## config.mk

```make
export PLATFORM = sky130hd
export DESIGN_NAME = csr_trap_ctrl
export DESIGN_NICKNAME = d
export VERILOG_FILES = /design/src/rtl/csr_trap_ctrl.sv
export SDC_FILE = /design/constraint.sdc
export NUM_CORES = 1
export LEC_CHECK = 0
export BUFFER_PORTS_ARGS = -buffer_cell sky130_fd_sc_hd__buf_2
export CORE_AREA = 2 2 132 134
export CTS_CLUSTER_DIAMETER = 60
export DETAILED_ROUTE_END_ITERATION = 6
export DIE_AREA = 0 0 134 136
export GPL_TIMING_DRIVEN = 0
export PLACE_DENSITY = 0.72
export SLEW_MARGIN = 5
export SYNTH_ARGS = -nofsm -noshare
export SYNTH_HDL_FRONTEND = slang
export SYNTH_SLANG_ARGS = --single-unit
export TNS_END_PERCENT = 1
```

## constraint.sdc

```tcl
create_clock -name clock -period 3.3 [get_ports clock]
set_clock_uncertainty 0.2 [all_clocks]
set_input_delay 0.495 -clock clock [delete_from_list [all_inputs] [get_ports clock]]
set_output_delay 0.495 -clock clock [all_outputs]
set_load 0.02 [all_outputs]
```

## src/rtl/csr_trap_ctrl.sv

```systemverilog
// csr_trap_ctrl: owns the single CSR write/read port in front of the CSR file.
// Arbitrates instruction CSR traffic against trap-entry (MEPC, MCAUSE, MSTATUS
// written one per cycle, then redirect to MTVEC) and mret (MSTATUS rewrite,
// then redirect to MEPC). M-mode only.
// Optional feature: define MTVEC_VECTORED_EN to honour vectored MTVEC mode for
// interrupts; when undefined the MTVEC mode bits are ignored and every trap
// redirects to the direct base.
module csr_trap_ctrl #(
    parameter int unsigned CSR_ADDR_WIDTH = 12,
    parameter int unsigned CSR_DATA_WIDTH = 32
) (
    input  logic                      clock,
    input  logic                      reset,
    input  logic                      inst_csr_we_i,
    input  logic [CSR_ADDR_WIDTH-1:0] inst_csr_waddr_i,
    input  logic [CSR_DATA_WIDTH-1:0] inst_csr_wdata_i,
    input  logic [CSR_ADDR_WIDTH-1:0] inst_csr_raddr_i,
    output logic [CSR_DATA_WIDTH-1:0] inst_csr_rdata_o,
    input  logic                      trap_valid_i,
    input  logic [CSR_DATA_WIDTH-1:0] trap_cause_i,
    input  logic [CSR_DATA_WIDTH-1:0] trap_pc_i,
    input  logic                      mret_valid_i,
    output logic                      busy_o,
    output logic                      csr_we_o,
    output logic [CSR_ADDR_WIDTH-1:0] csr_waddr_o,
    output logic [CSR_DATA_WIDTH-1:0] csr_wdata_o,
    output logic [CSR_ADDR_WIDTH-1:0] csr_raddr_o,
    input  logic [CSR_DATA_WIDTH-1:0] csr_rdata_i,
    input  logic [CSR_DATA_WIDTH-1:0] csr_mtvec_i,
    input  logic [CSR_DATA_WIDTH-1:0] csr_mepc_i,
    output logic                      redirect_valid_o,
    output logic [CSR_DATA_WIDTH-1:0] redirect_pc_o
);

    localparam int unsigned AW = CSR_ADDR_WIDTH;
    localparam int unsigned DW = CSR_DATA_WIDTH;

    localparam logic [AW-1:0] ADDR_MSTATUS = AW'(12'h300);
    localparam logic [AW-1:0] ADDR_MEPC    = AW'(12'h341);
    localparam logic [AW-1:0] ADDR_MCAUSE  = AW'(12'h342);

    // MSTATUS field positions
    localparam int unsigned MIE_BIT  = 3;
    localparam int unsigned MPIE_BIT = 7;
    localparam int unsigned MPP_LO   = 11;
    localparam int unsigned MPP_HI   = 12;

    typedef enum logic [2:0] {
        S_IDLE    = 3'd0,
        S_T_EPC   = 3'd1,
        S_T_CAUSE = 3'd2,
        S_T_STAT  = 3'd3,
        S_M_STAT  = 3'd4,
        S_REDIR   = 3'd5
    } state_t;

    state_t          state_q;
    state_t          state_d;
    logic [DW-1:0]   trap_pc_q;
    logic [DW-1:0]   trap_cause_q;
    logic [DW-1:0]   mstatus_q;
    logic            is_trap_q;
    logic            trap_accept;
    logic            mret_accept;
    logic [DW-1:0]   redirect_target;

    // Trap entry: MPIE <= MIE, MIE <= 0, MPP <= M
    function automatic logic [DW-1:0] trap_mstatus(input logic [DW-1:0] s);
        logic [DW-1:0] r;
        r                 = s;
        r[MPIE_BIT]       = s[MIE_BIT];
        r[MIE_BIT]        = 1'b0;
        r[MPP_HI:MPP_LO]  = 2'b11;
        return r;
    endfunction

    // mret: MIE <= MPIE, MPIE <= 1, MPP stays M (M-mode only core)
    function automatic logic [DW-1:0] mret_mstatus(input logic [DW-1:0] s);
        logic [DW-1:0] r;
        r                 = s;
        r[MIE_BIT]        = s[MPIE_BIT];
        r[MPIE_BIT]       = 1'b1;
        r[MPP_HI:MPP_LO]  = 2'b11;
        return r;
    endfunction

    // Requests are only taken in IDLE; trap has priority, a concurrent mret stays pending
    assign trap_accept = (state_q == S_IDLE) && trap_valid_i;
    assign mret_accept = (state_q == S_IDLE) && mret_valid_i && !trap_valid_i;

    // Read data is a straight feed-through from the CSR file
    assign inst_csr_rdata_o = csr_rdata_i;

    // State register
    always_ff @(posedge clock or posedge reset) begin
        if (reset) begin
            state_q <= S_IDLE;
        end else begin
            state_q <= state_d;
        end
    end

    // Sequence context: trap PC/cause at accept, MSTATUS snapshot while MEPC is written
    always_ff @(posedge clock or posedge reset) begin
        if (reset) begin
            trap_pc_q    <= '0;
            trap_cause_q <= '0;
            mstatus_q    <= '0;
            is_trap_q    <= 1'b0;
        end else begin
            if (trap_accept) begin
                trap_pc_q    <= trap_pc_i;
                trap_cause_q <= trap_cause_i;
                is_trap_q    <= 1'b1;
            end else if (mret_accept) begin
                is_trap_q    <= 1'b0;
            end
            if (state_q == S_T_EPC) begin
                mstatus_q <= csr_rdata_i;
            end
        end
    end

    // Redirect target: MEPC for mret, MTVEC base (optionally vectored) for traps
`ifdef MTVEC_VECTORED_EN
    always_comb begin
        redirect_target = {csr_mtvec_i[DW-1:2], 2'b00};
        if (!is_trap_q) begin
            redirect_target = csr_mepc_i;
        end else if ((csr_mtvec_i[1:0] == 2'b01) && trap_cause_q[DW-1]) begin
            // cause << 2 wraps modulo 2^DW, so the top cause bit falls off
            redirect_target = {csr_mtvec_i[DW-1:2], 2'b00}
                            + {trap_cause_q[DW-3:0], 2'b00};
        end
    end
`else
    logic unused_mtvec_mode;
    assign unused_mtvec_mode = ^csr_mtvec_i[1:0];

    always_comb begin
        redirect_target = {csr_mtvec_i[DW-1:2], 2'b00};
        if (!is_trap_q) begin
            redirect_target = csr_mepc_i;
        end
    end
`endif

    // Next-state and CSR port ownership
    always_comb begin
        state_d          = state_q;
        busy_o           = 1'b1;
        csr_we_o         = 1'b0;
        csr_waddr_o      = '0;
        csr_wdata_o      = '0;
        csr_raddr_o      = ADDR_MSTATUS;
        redirect_valid_o = 1'b0;
        redirect_pc_o    = '0;

        case (state_q)
            S_IDLE: begin
                busy_o      = 1'b0;
                csr_we_o    = inst_csr_we_i;
                csr_waddr_o = inst_csr_waddr_i;
                csr_wdata_o = inst_csr_wdata_i;
                csr_raddr_o = inst_csr_raddr_i;
                if (trap_valid_i) begin
                    state_d = S_T_EPC;
                end else if (mret_valid_i) begin
                    state_d = S_M_STAT;
                end
            end
            S_T_EPC: begin
                csr_we_o    = 1'b1;
                csr_waddr_o = ADDR_MEPC;
                csr_wdata_o = trap_pc_q;
                state_d     = S_T_CAUSE;
            end
            S_T_CAUSE: begin
                csr_we_o    = 1'b1;
                csr_waddr_o = ADDR_MCAUSE;
                csr_wdata_o = trap_cause_q;
                state_d     = S_T_STAT;
            end
            S_T_STAT: begin
                csr_we_o    = 1'b1;
                csr_waddr_o = ADDR_MSTATUS;
                csr_wdata_o = trap_mstatus(mstatus_q);
                state_d     = S_REDIR;
            end
            S_M_STAT: begin
                // Single-cycle read-modify-write through the combinational read port
                csr_we_o    = 1'b1;
                csr_waddr_o = ADDR_MSTATUS;
                csr_wdata_o = mret_mstatus(csr_rdata_i);
                state_d     = S_REDIR;
            end
            S_REDIR: begin
                redirect_valid_o = 1'b1;
                redirect_pc_o    = redirect_target;
                state_d          = S_IDLE;
            end
            default: begin
                busy_o  = 1'b0;
                state_d = S_IDLE;
            end
        endcase

        // Hold the CSR port and IFU quiet for as long as reset is asserted
        if (reset) begin
            busy_o           = 1'b0;
            csr_we_o         = 1'b0;
            csr_waddr_o      = '0;
            csr_wdata_o      = '0;
            redirect_valid_o = 1'b0;
            redirect_pc_o    = '0;
        end
    end

endmodule

```

# After elaboration in Yosys (flattened, before gate mapping)
# Cells that the tools add are included.
# totals
ff_bits	100
elab_cells	39
# classes
n_eq_ne	6
mux	19
reduce_logical	9
# ops
operator	count
case mux 32 bit (5 select lines)	1
two-way mux 32 bit	4
case mux 12 bit (4 select lines)	1
two-way mux 12 bit	2
case mux 3 bit (4 select lines)	1
two-way mux 1 bit	7
equality test 3 x 2 -> 1 bit, second input constant	2
equality test 3 bit, second input constant	2
two-way mux 3 bit	2
OR reduction 5 bit	1
OR reduction 4 bit	1
equality test 3 x 1 -> 1 bit, second input constant	1
logical AND 1 bit	3
logical NOT 3 bit	1
!= test 3 bit, second input constant	1
case mux 1 bit (2 select lines)	1
nonzero test 2 bit	1
OR reduction 2 bit	1
logical NOT 1 bit	1

# Logic depth before layout (Yosys ltp)
# Gate-level depths: netlist (run 1).
# depth
word_depth	5
mapped_depth	6

# Least setup slack after synthesis (run 1)
# OpenSTA, ideal clock, no wires.
# synth_timing
kind	input -> output
startpoint	input port reset
endpoint	output port csr_waddr_o[10]
arrival_ns	3.098
required_ns	2.605
path_slack_ns	-0.493
path_stages	2
n_path_buf	0
path_cell_list	inv_1 -> and3_1
# synth_between
elab_chain_len	1
# synth_rtl
element	line_no	source
from (decl)	13	input logic reset,
two-way mux 12 bit	209	if (reset) begin
to (decl)	25	output logic [CSR_ADDR_WIDTH-1:0] csr_waddr_o,
# Every way passes these cells.

# Final worst setup path (run 1)
# layout_timing
startpoint	register state_q[2]
endpoint	output port csr_wdata_o[26]
# layout_between
elab_chain_len	3
# layout_rtl
element	line_no	source
from (decl)	57	state_t state_q;
from (signal assigned)	99	state_q <= state_d;
equality test 3 bit, or another cell as far along	159	case (state_q)
case mux 32 bit (5 select lines) (*)	159	
two-way mux 32 bit (*)	209	
to (decl)	26	output logic [CSR_DATA_WIDTH-1:0] csr_wdata_o,
# Mark *: on every way between the ends. The rest lies on a longest branch, timed or not.

==> results of run 1 <==
==> cell families (layout without fill, tap and decap cells) <==
| kind of cell | after synthesis | in the layout | share of synthesized area, % |
|---|---|---|---|
| AO/OA/AOI/OAI | 101 | 101 | 11.2 |
| buffers and inverters | 79 | 436 | 9.05 |
| other | 0 | 1 | 0 |
| flip-flops | 97 | 97 | 40.4 |
| AND/OR/NAND/NOR | 88 | 88 | 8.23 |
| multiplexers | 153 | 153 | 31.1 |
==> how the worst max path moves through the flow <==
stage	slack, ns	to	cells after the start
after floorplan	0.19	csr_waddr_o[10]	2
after CTS	0.04	csr_wdata_o[3]	6
final	0.16	csr_wdata_o[26]	6
after global placement	-0.82	csr_waddr_o[11]	4
after detailed placement	0.37	csr_wdata_o[21]	6
after global routing	0.01	csr_wdata_o[27]	6
==> cells in the mapped netlist, types with 5 or more instances <==
master,instances,area [µm²]
buf_2,12,60.1
buf_4,35,263
nor2_1,41,154
mux2i_1,31,310
and2_1,11,68.8
buf_12,5,100
mux2_4,49,736
mux2_2,72,811
a22oi_1,57,428
and3_1,7,43.8
dfrtp_1,97,2430
clkbuf_1,20,75.1
a21oi_1,35,175
==> state kept, by name (all words and copies together), names as in the netlist <==
| register | flops |
|---|---|
| mstatus_q | 29 |
| trap_cause_q | 32 |
| trap_pc_q | 32 |
| is_trap_q | 1 |
| state_q | 3 |
==> cell type report <==
cell class,count,area (µm²),area share (%)
multi-input combinational,342,3040,36.4
sequential,97,2430,29.1
timing repair buffer,341,1740,20.8
buffer,76,536,6.41
tap,225,282,3.37
clock buffer,10,239,2.86
clock inverter,6,73.8,0.884
inverter,3,15.0,0.180
antenna,1,2.50,0.0300
==> timing repair <==
| action | 4_1_cts | 5_1_grt |
|---|---|---|
| setup endpoints to repair | 4 | 13 |
| gates resized for setup | 2 | 3 |
| pin swaps | 0 | 0 |
==> routing by layer <==
layer	vias to the layer above	GRT usage (%)	part of all wire, %
met1	2593	27.8	44
met3	20	5.48	7.5
met2	241	36.2	48
met5	-	0	0.055
met4	2	4.91	1.1
li1	2542	-	-
==> metrics by stage <==
step           setup TNS, ns  hold WS, ns  cells
2_1_floorplan              0        0.252    518
3_3_place_gp           -5.66        0.264   1082
3_5_place_dp               0        0.286   1084
4_1_cts                    0        0.103   1100
5_1_grt                    0        0.154   1101
6_report                   0       0.0922   1101
==> power breakdown <==
part	total [mW]	switching [mW]	leakage, nW	internal (mW)
Clock	1.11	0.495	0.148	0.620
Sequential	2.14	0.332	1.15	1.81
Combinational	4.20	2.10	2.98	2.10
Total	7.45	2.93	4.27	4.53
==> results.json, run 1 <==
{
  "dp_hpwl_mm": 15.4,
  "vias_per_cell": 4.90,
  "final_cell_mix": "351 x buf_2, 97 x dfrtp_1, 72 x mux2_2",
  "cts_buffers": 9,
  "async_reset_ff_share_pct": 100,
  "synth_nets": 739,
  "place_congestion": 0.818,
  "finish.utilization_pct": 49.5,
  "drt-initial-drc-count": 172,
  "min_path_type": "primary input to async pin",
  "r2r_end": "trap_pc_q[2]$_DFFE_PP0P_",
  "wl_per_cell_um": 18.1,
  "max_stage_delay_ns": 0.52,
  "cts-htree-levels": 3,
  "area_growth_pct": 39.1,
  "fin_total_pwr_mw": 7.45,
  "drc_errors": 0,
  "ant_nets": 0,
  "dpl_worst_slack_ns": 0.372,
  "final_common_cell": "buf_2",
  "grt_usage_pct": 21.5,
  "placed_cell_area_um2": 8020,
  "ys_ff_latch": 97,
  "relSlewSlack_pct": 50.6,
  "nets": 1091,
  "critPathMostFrequentCell": "buf_2",
  "synth_flop_cell": "dfrtp_1",
  "core_area_um2": 16900,
  "critPathMaxFanout": 10,
  "crit_chain": "buf_4 > nor3b_4 > buf_2 > a22oi_1 > a21oi_1 > buf_2",
  "dieArea_um2": 18200,
  "drv_cap": 0,
  "fin_ws_ns": 0.165,
  "cts_setup_buffers": 0,
  "clk_pin_slew_ns": 0.08,
  "period_needed_ns": 3.14,
  "synth_warnings": 0,
  "first_pass_iters": 4,
  "syn_avg_cell_area_um2": 11.6,
  "die_w_um": 134,
  "crit_start": "state_q[2]$_DFFE_PP0P_",
  "synth.distinct_cells": 37,
  "ioPinCount": 344,
  "crit_arrival_ns": 2.44,
  "die_h_um": 136,
  "grt-ovfl-total": 0,
  "routed_wl_mm": 19.9,
  "cts_tree": "built",
  "n_fill_cell": 1555,
  "ctsRootBufferMaster": "clkbuf_16",
  "leakage_nw": 4.27,
  "rsz0062_at_grt": "false",
  "period_share_pct": 95.0,
  "clock_path_buffers": 2,
  "worstSkewPairLatency_ns": 0.35,
  "outcome": "finished clean",
  "crit_type": "flip-flop to output port",
  "irDropWorstVdd_mv": 0.527,
  "hold_violations": 0,
  "synth_edf_count": 0,
  "critPathCaptureType": "output port",
  "drive_gt1_share_pct": 62.3,
  "rows": 48,
  "yosysSeqAreaShare_pct": 40.4,
  "grt_pass1_wl_mm": 29.7,
  "syn_area_um2": 6000,
  "portBuffers": 339,
  "crit_path_start_kind": "flip-flop",
  "required_ns": 2.60,
  "max_freq_mhz": 319,
  "cp.buffers_inverters": 3,
  "setup_viol": 0,
  "worst-slew-pin-transition_ns": 0.739,
  "grt_pass1_vias": 5385,
  "vias": 5398,
  "r2r_slack_ns": 1.18,
  "r2r_cells": 6,
  "crit_path_top_delay_cell": "nor3b_4",
  "cts_hold_buf": 0,
  "timing.rr.start": "state_q[0]$_DFFE_PP0P_",
  "grt_max_degree": 37,
  "slew_violations": 0,
  "cts_sinks": 97,
  "crit_family": "buffers and inverters",
  "syn_inst": 518,
  "fin_area_um2": 8350,
  "antenna_found_initial": 2,
  "start_util_pct": 35.6,
  "power_density_nw_per_um2": 893
}
Note: power is estimated with default switching activity, not from simulation.
==> inputs of run 2 (changes only) <==
==> constraint.sdc (replaced) <==
create_clock -name clock -period 3.3 [get_ports clock]
set_clock_uncertainty 0.2 [all_clocks]
set_input_delay 0.825 -clock clock [delete_from_list [all_inputs] [get_ports clock]]
set_output_delay 0.825 -clock clock [all_outputs]
set_load 0.02 [all_outputs]
==> results.json, run 2 (synthesis results as in run 1) <==
{
  "outcome": "finished clean",
  "leakage_nw": 4.33,
  "worstSkewPairLatency_ns": 0.34,
  "regArea_um2": 2430,
  "first_pass_iters": 4,
  "relSlewSlack_pct": 44.8,
  "placed_cell_area_um2": 8020,
  "area_growth_pct": 40.8,
  "grt_pass1_vias": 5308,
  "fin_area_um2": 8450,
  "clock_path_buffers": 2,
  "largestRegisters": "trap_cause_q (32), trap_pc_q (32), mstatus_q (29)",
  "r2r_end": "trap_cause_q[5]$_DFFE_PP0P_",
  "crit_path_start_kind": "flip-flop",
  "timing.rr.start": "state_q[0]$_DFFE_PP0P_",
  "crit_arrival_ns": 2.20,
  "cts_tree": "built",
  "setup_viol": 0,
  "fin_ws_ns": 0.0782,
  "cell_internal_pwr_mw": 4.60,
  "antenna_found_initial": 2,
  "rsz0062_at_grt": "true",
  "max_freq_mhz": 310,
  "worst-slew-pin-transition_ns": 0.823,
  "power_density_nw_per_um2": 889,
  "drive_gt1_share_pct": 63.9,
  "drt-initial-drc-count": 205,
  "swShare_pct": 38.8,
  "dpl_worst_slack_ns": -0.201,
  "cts_buffers": 9,
  "final_common_cell": "buf_2",
  "multi_input_area_um2": 3050,
  "final_cell_mix": "341 x buf_2, 96 x dfrtp_1, 72 x mux2_2",
  "grt_usage_pct": 21.0,
  "vias": 5393,
  "grt-ovfl-total": 0,
  "switchingPower_mw": 2.91,
  "critPathMaxFanout": 10,
  "hold_path_depth": 1,
  "grt_max_degree": 39,
  "die_w_um": 134,
  "clk_pin_slew_ns": 0.07,
  "ctsRootBufferMaster": "clkbuf_16",
  "power_frac_clock_pct": 14.7,
  "hold_start": "mstatus_q[15]$_DFFE_PP0N_",
  "finish.utilization_pct": 50.1,
  "ant_nets": 0,
  "fin_total_pwr_mw": 7.51,
  "rows": 48,
  "period_share_pct": 97.6,
  "cts_hold_buf": 0,
  "nets": 1095,
  "required_ns": 2.27,
  "place_congestion": 0.815,
  "irDropWorstVdd_mv": 0.344,
  "start_util_pct": 35.6,
  "portBuffers": 339,
  "period_needed_ns": 3.22,
  "ioPinCount": 344,
  "dieArea_um2": 18200,
  "pwr-share-comb_pct": 56.8,
  "grt_pass1_wl_mm": 29.4,
  "cts_sinks": 97,
  "dp_hpwl_mm": 15.0,
  "hold_violations": 0,
  "routed_wl_mm": 19.8,
  "r2r_cells": 6,
  "fin_setup_tns_ns": 0,
  "min_to": "mstatus_q[15]$_DFFE_PP0N_",
  "core_area_um2": 16900,
  "slew_violations": 0,
  "wl_per_cell_um": 17.9,
  "pwr-share-seq_pct": 28.5,
  "die_h_um": 136,
  "n_fill_cell": 1577,
  "crit_type": "flip-flop to output port",
  "cts-htree-levels": 3,
  "r2r_slack_ns": 1.20,
  "drv_cap": 0,
  "min_path_type": "flip-flop to flip-flop",
  "vias_per_cell": 4.88,
  "drc_errors": 0,
  "critPathCaptureType": "output port"
}
==> run 2: stage by stage <==
step	hold slack [ns]	instances
6_report	0.306	1105
3_5_place_dp	0.275	1084
3_3_place_gp	0.265	1082
5_1_grt	0.316	1104
4_1_cts	0.307	1101
2_1_floorplan	0.252	518
==> run 2: final cells by class <==
| cell class | count | share of cell area (%) |
|---|---|---|
| plain buffers | 76 | 6.85 |
| multi-input cells | 342 | 36.1 |
| clock buffers | 10 | 2.83 |
| flip-flops and latches | 97 | 28.7 |
| repair buffers | 344 | 21.1 |
| clock inverters | 6 | 0.859 |
| repair inverters | 1 | 0.0592 |
| inverters | 3 | 0.178 |
| diodes | 1 | 0.0296 |
| well taps | 225 | 3.33 |
==> run 2: worst max-delay path, cell delays in order, from the launching register on <==
cell and delay [ns]:
dfrtp_2 0.44, buf_4 0.19, or2_2 0.32, a21o_1 0.18, clkbuf_4 0.20, buf_4 0.21, a21oi_1 0.13, buf_2 0.18
==> run 2: timing repair <==
| action | CTS | global route |
|---|---|---|
| gates resized for setup | 17 | 28 |
| setup buffers | 0 | 3 |
| hold endpoints to repair | 0 | 0 |
| pin swaps | 0 | 0 |
| cloned | 1 | 0 |
| endpoints found under the setup margin | 43 | 70 |
==> run 2: layer usage <==
layer	global-route usage, %	part of all wire (%)	up-vias
met2	35.8	49	210
met5	0	0.066	-
met4	5.02	0.71	2
met1	26.8	44	2612
met3	5.33	6.7	13
li1	-	-	2556
==> run 2: worst max-delay path by stage <==
stage / depth (start not counted) / startpoint / end / slack, ns
6_report: 7 / state_q[1]$_DFFE_PP0P_ / csr_wdata_o[16] / 0.08
5_1_grt: 7 / state_q[1]$_DFFE_PP0P_ / csr_waddr_o[0] / -0.008
4_1_cts: 6 / state_q[1]$_DFFE_PP0P_ / csr_wdata_o[25] / -0.006
3_5_place_dp: 5 / reset / csr_waddr_o[10] / -0.20
3_3_place_gp: 4 / reset / csr_waddr_o[11] / -1.52
2_1_floorplan: 2 / reset / csr_waddr_o[10] / -0.47
==> run 2: power by group through the flow <==
stage	registers (mW)	clock network (mW)	logic [mW]
floorplan	2.04	0	3.15
global route	2.22	1.18	4.58
detailed placement	2.15	0	4.20
CTS	2.14	1.15	4.25
global placement	2.13	0	4.13
finish	2.14	1.10	4.26
